## src/rtl/count_pwm_pkg.sv

```systemverilog
// count_pwm_pkg: shared widths, count ceiling and FSM state encoding for the PWM slice
package count_pwm_pkg;
  localparam int CNT_W = 4;
  localparam int PCNT_W = 8;
  localparam int CNT_MAX = 15;
  typedef enum logic [1:0] {IDLE, SYNC, RUN} state_t;
endpackage

```

## src/rtl/count_pwm_wrap_det.sv

```systemverilog
// count_pwm_wrap_det: registers the upstream count, flags its 15->0 wrap and any out-of-sequence step
module count_pwm_wrap_det #(
  parameter int CNT_W = count_pwm_pkg::CNT_W
) (
  input  logic             clk,
  input  logic             rstn,
  input  logic [CNT_W-1:0] count_in,
  input  logic             check,
  output logic             wrap,
  output logic             seq_bad
);
  import count_pwm_pkg::*;
  logic [CNT_W-1:0] count_q;
  // previous count; cleared by reset so the first cycle after release cannot look like a wrap
  always_ff @(posedge clk or negedge rstn)
    if (!rstn) count_q <= '0;
    else count_q <= count_in;
  // wrap is the top-to-zero step; a bad step is anything other than +1 while checking is on
  always_comb begin
    wrap = count_q == CNT_W'(CNT_MAX) && count_in == '0;
    seq_bad = check && count_in != count_q + CNT_W'(1);
  end
endmodule

```

## src/rtl/count_pwm.sv

```systemverilog
// count_pwm: PWM generator locked to an upstream 4-bit count, with duty handshake and period counter
module count_pwm #(
  parameter int CNT_W = count_pwm_pkg::CNT_W,
  parameter int PCNT_W = count_pwm_pkg::PCNT_W
) (
  input  logic              clk,
  input  logic              rstn,
  input  logic [CNT_W-1:0]  count_in,
  input  logic              en,
  input  logic [CNT_W-1:0]  duty_in,
  input  logic              duty_valid,
  output logic              duty_ready,
  output logic              pwm_out,
  output logic              period_tick,
  output logic [PCNT_W-1:0] period_cnt,
  output logic              seq_err
);
  import count_pwm_pkg::*;
  state_t state, state_nxt;
  logic wrap, seq_bad, pending, in_run, live, xfer;
  logic [CNT_W-1:0] duty_active, duty_pend;

  count_pwm_wrap_det #(.CNT_W(CNT_W)) u_wrap_det (
    .clk      (clk),
    .rstn     (rstn),
    .count_in (count_in),
    .check    (in_run),
    .wrap     (wrap),
    .seq_bad  (seq_bad)
  );

  // state register
  always_ff @(posedge clk or negedge rstn)
    if (!rstn) state <= IDLE;
    else state <= state_nxt;

  // next state: losing enable overrides everything, otherwise wait for a wrap to start running
  always_comb
    state_nxt = !en ? IDLE :
                state == IDLE ? SYNC :
                (state == SYNC && wrap) ? RUN : state;

  // state decode: live marks a wrap that counts as a period boundary
  always_comb begin
    in_run = en && state == RUN;
    live = en && state != IDLE && wrap;
    duty_ready = !pending;
    xfer = duty_valid && duty_ready;
  end

  // duty handshake: a transfer on a boundary bypasses the pending slot, otherwise it waits for one
  always_ff @(posedge clk or negedge rstn)
    if (!rstn) begin
      duty_active <= '0;
      duty_pend <= '0;
      pending <= 1'b0;
    end else if (live && xfer) begin
      duty_active <= duty_in;
    end else if (live && pending) begin
      duty_active <= duty_pend;
      pending <= 1'b0;
    end else if (xfer) begin
      duty_pend <= duty_in;
      pending <= 1'b1;
    end

  // PWM compare, period bookkeeping and the sticky sequence error, cleared whenever idling
  always_ff @(posedge clk or negedge rstn)
    if (!rstn) begin
      pwm_out <= 1'b0;
      period_tick <= 1'b0;
      period_cnt <= '0;
      seq_err <= 1'b0;
    end else begin
      pwm_out <= in_run && count_in < duty_active;
      period_tick <= live;
      period_cnt <= period_cnt + PCNT_W'(live);
      seq_err <= (!en || state == IDLE) ? 1'b0 : seq_err || seq_bad;
    end
endmodule

```

## config.mk

```make
export PLATFORM = sky130hd
export DESIGN_NAME = count_pwm
export DESIGN_NICKNAME = d
export VERILOG_FILES = /design/src/rtl/count_pwm_pkg.sv /design/src/rtl/count_pwm_wrap_det.sv /design/src/rtl/count_pwm.sv
export SDC_FILE = /design/constraint.sdc
export NUM_CORES = 1
export LEC_CHECK = 0
export CAP_MARGIN = 20
export CORE_MARGIN = 2
export CORE_UTILIZATION = 48
export CTS_BUF_LIST = sky130_fd_sc_hd__clkbuf_4 sky130_fd_sc_hd__clkbuf_8
export CTS_CLUSTER_DIAMETER = 80
export DETAILED_ROUTE_END_ITERATION = 7
export PLACE_DENSITY = 0.78
export SLEW_MARGIN = 10
export SYNTH_ARGS = -nofsm -noshare
export SYNTH_HDL_FRONTEND = slang
export SYNTH_SLANG_ARGS = --single-unit
export TNS_END_PERCENT = 20
```

## constraint.sdc

```tcl
create_clock -name clk -period 1.9 [get_ports clk]
set_clock_uncertainty 0.05 [all_clocks]
set_input_delay 0.475 -clock clk [delete_from_list [all_inputs] [get_ports clk]]
set_output_delay 0.475 -clock clk [all_outputs]
set_load 0.02 [all_outputs]
```

==> results.sh <==
export IMPL_synth_edff_count=0
export IMPL_netlist_instances=110
export IMPL_cp_arrival_ns=2.22
export IMPL_grt_ovfl_total=0
export IMPL_start_kind="primary input"
export IMPL_wirelength_mm=2.67
export IMPL_p_leak_nw=0.927
export IMPL_combPwrFrac_pct=15.2
export IMPL_ys_warnings_count=0
export IMPL_synth_top_cell_area_share_pct=52.1
export IMPL_min_to="u_wrap_det.count_q[1]"
export IMPL_layout_commonest_cell="dfrtp_1"
export IMPL_switching_share_pct=23.9
export IMPL_clockBufferDepth=2
export IMPL_clockRootBuffer="clkbuf_4"
export IMPL_cp_max_fo=3
export IMPL_worst_slack_ns=-0.146
export IMPL_fin_crit_sh_pct=108
export IMPL_critPathKind="primary input to flop"
export IMPL_grt_usage_pct=19.6
export IMPL_synth_area_sq_um=1250
export IMPL_tns_ns=-0.551
export IMPL_period_minus_slack_ns=2.05
export IMPL_relSlewSlack_pct=76.8
export IMPL_cts_tree="yes"
export IMPL_p_switching_w=0.000231
export IMPL_setup_viol=9
export IMPL_synth_top_family_by_area="simple AND/OR/NAND/NOR gates"
export IMPL_synthAdderAreaFrac_pct=6.01
export IMPL_cts_hold_buf=0
export IMPL_run_status="finished with violations"
export IMPL_synth_mux_area_share_pct=3.60
export IMPL_r2r_start="u_wrap_det.count_q[1]"
export IMPL_drive_above_1_share_pct=33.3
export IMPL_numCtsBuffers=3
export IMPL_p_int_w=0.000734
export IMPL_synth_simple_gate_area_share_pct=13.9
export IMPL_place_ws_ns=-0.850
export IMPL_die_height_microns=55.0
export IMPL_dieWidth_microns=55.0
export IMPL_failed_checks="negative setup slack"
export IMPL_start_util_pct=50.5
export IMPL_reg2reg_depth=8
export IMPL_hpwl_mm=1.86
export IMPL_synth_cell_types=26
export IMPL_maxCapViolCount=0
export IMPL_yosysSeqAreaShare_pct=52.1
export IMPL_wl_per_cell_microns=14.6
export IMPL_pwr_share_clk_pct=23.3
export IMPL_grt_pass1_vias=981
export IMPL_port_buffers=23
export IMPL_final_cell_mix="26 x dfrtp_1, 19 x buf_4, 11 x inv_1"
export IMPL_hold_viol=0
export IMPL_gp_congestion=0.755
export IMPL_synth_top_cell_by_area="dfrtp_1"
export IMPL_post_dp_cell_area_sq_um=1630
export IMPL_holdWs_ns=0.342
export IMPL_synth_nets=128
export IMPL_synth_compound_area_share_pct=11.6
export IMPL_endpoint_kind="flop"
export IMPL_firstDrtPassIters=4
export IMPL_vdd_drop_max_mv=0.573
export IMPL_clock_sinks=26
export IMPL_max_freq_mhz=489
export IMPL_regToRegSetupSlack_ns=-0.11
export IMPL_powerDensity_nw_per_um2=551
export IMPL_ios=24
export IMPL_grt_start_max_net_pins=27
export IMPL_antenna_cells=0
export IMPL_drc=0
export IMPL_antenna_found_initial=0
export IMPL_fill_cells=183
export IMPL_stdcell_area_sq_um=1750
export IMPL_clk_pin_slew_worst_paths_ns=0.13
export IMPL_rsz0062_at_grt="true"
export IMPL_slew_violations=0
export IMPL_seq_power_share_pct=61.5
export IMPL_grt_pass1_wl_mm=4.08
export IMPL_min_path_type="primary input to flop"
export IMPL_ys_flop_type="dfrtp_1"
export IMPL_r2r_end="period_cnt[7]"
export IMPL_htreeDepth=1
export IMPL_num_rows=18
export IMPL_area_delta_synth_final_pct=40.0
export IMPL_drt_iter0_markers=15
export IMPL_vias=977
export IMPL_worstMarginPinSlew_ns=0.339
export IMPL_synth_seq_cells=26
export IMPL_via_per_inst=5.34
export IMPL_power_w=0.000964
export IMPL_synth_top_cells_by_area="dfrtp_1 52%, ha_1 6.0%, xnor2_1 4.9%"
export IMPL_antenna_left=0
export IMPL_nNetsFinal=173
export IMPL_hold_depth=2
export IMPL_synth_xor_area_share_pct=7.01
export IMPL_core_area_sq_um=2480
export IMPL_clk_latency_ns=0.32
export IMPL_worst_ep_required_time_ns=2.07
export IMPL_die_area_sq_um=3030
export IMPL_async_reset_ff_share_pct=100
export IMPL_worstHoldStart="count_in[1]"
export IMPL_syn_avg_cell_area_sq_um=11.4
## worst max path at each step
stage,from,endpoint,slack [ns],depth (start not counted)
final,count_in[2],period_cnt[7],-0.15,8
after global routing,u_wrap_det.count_q[1],period_cnt[7],-0.16,8
after CTS,count_in[3],period_cnt[7],-0.25,8
after detailed placement,count_in[0],period_cnt[7],-0.85,8
after global placement,count_in[0],period_cnt[7],-0.80,8
after floorplan,count_in[0],period_cnt[7],-0.45,8
## cell usage after synthesis, drive strengths merged (3+ instances only)
| library cell | number |
|---|---|
| mux2 | 4 |
| nand3 | 5 |
| ha | 6 |
| inv | 12 |
| nor2 | 8 |
| a31oi | 5 |
| nand2 | 6 |
| xnor2 | 7 |
| or2 | 5 |
| o221a | 4 |
| dfrtp | 26 |
| xor2 | 3 |
## stage by stage
step,utilization (%),cells
after detailed placement,65.8,176
after global placement,65.8,176
after floorplan,-,110
after global routing,70.7,183
after CTS,67.2,181
final,70.7,183
## power groups by stage
stage                     clock, W  sequential (W)  combinational, W
after detailed placement         0        0.000601          0.000134
after floorplan                  0        0.000599         0.0000610
after global routing      0.000258        0.000595          0.000163
after CTS                 0.000235        0.000590          0.000132
final                     0.000225        0.000593          0.000147
after global placement           0        0.000600          0.000127
## registers in the layout (all words and copies together) (netlist names)
name,cells
period_tick,1
period_cnt,8
u_wrap_det.count_q,4
pending,1
duty_active,4
duty_pend,4
seq_err,1
pwm_out,1
state,2
## logic make-up (layout without fill, tap and decap cells)
family / Yosys count / in the layout
mux: 4 / 4
fa+ha+maj: 6 / 6
flops: 26 / 26
simple gates: 33 / 33
xor+xnor: 10 / 10
buf+inv: 15 / 58
compound gates: 16 / 16
## cell type report
type | count | area [sq um] | share of cell area [%]
Clock buffer | 3 | 22.5 | 1.29
Inverter | 12 | 45.0 | 2.57
Multi-Input combinational cell | 69 | 604 | 34.5
Sequential cell | 26 | 651 | 37.2
Tap cell | 30 | 37.5 | 2.14
Timing Repair Buffer | 43 | 390 | 22.3
## metal layers
layer | routed length (microns) | part of all wire [%] | GRT usage [%]
met2 | 1420 | 53 | 34.3
met4 | 36 | 1.4 | 7.72
met5 | 0 | 0 | 0
met1 | 1090 | 41 | 22.9
met3 | 117 | 4.4 | 5.11
## worst max-delay path: stages
cell,delay (ns)
buf_6,0.09
or4_4,0.55
a2111oi_4,0.28
ha_4,0.20
and3_4,0.18
nand3_2,0.08
or2_4,0.23
xnor2_1,0.12
## timing repair
action,CTS,global route
endpoints found under the setup margin,22,17
buffers inserted,2,3
resized for setup,24,21
pin swaps,6,7
No activity file was read; power rests on OpenSTA's default activity.
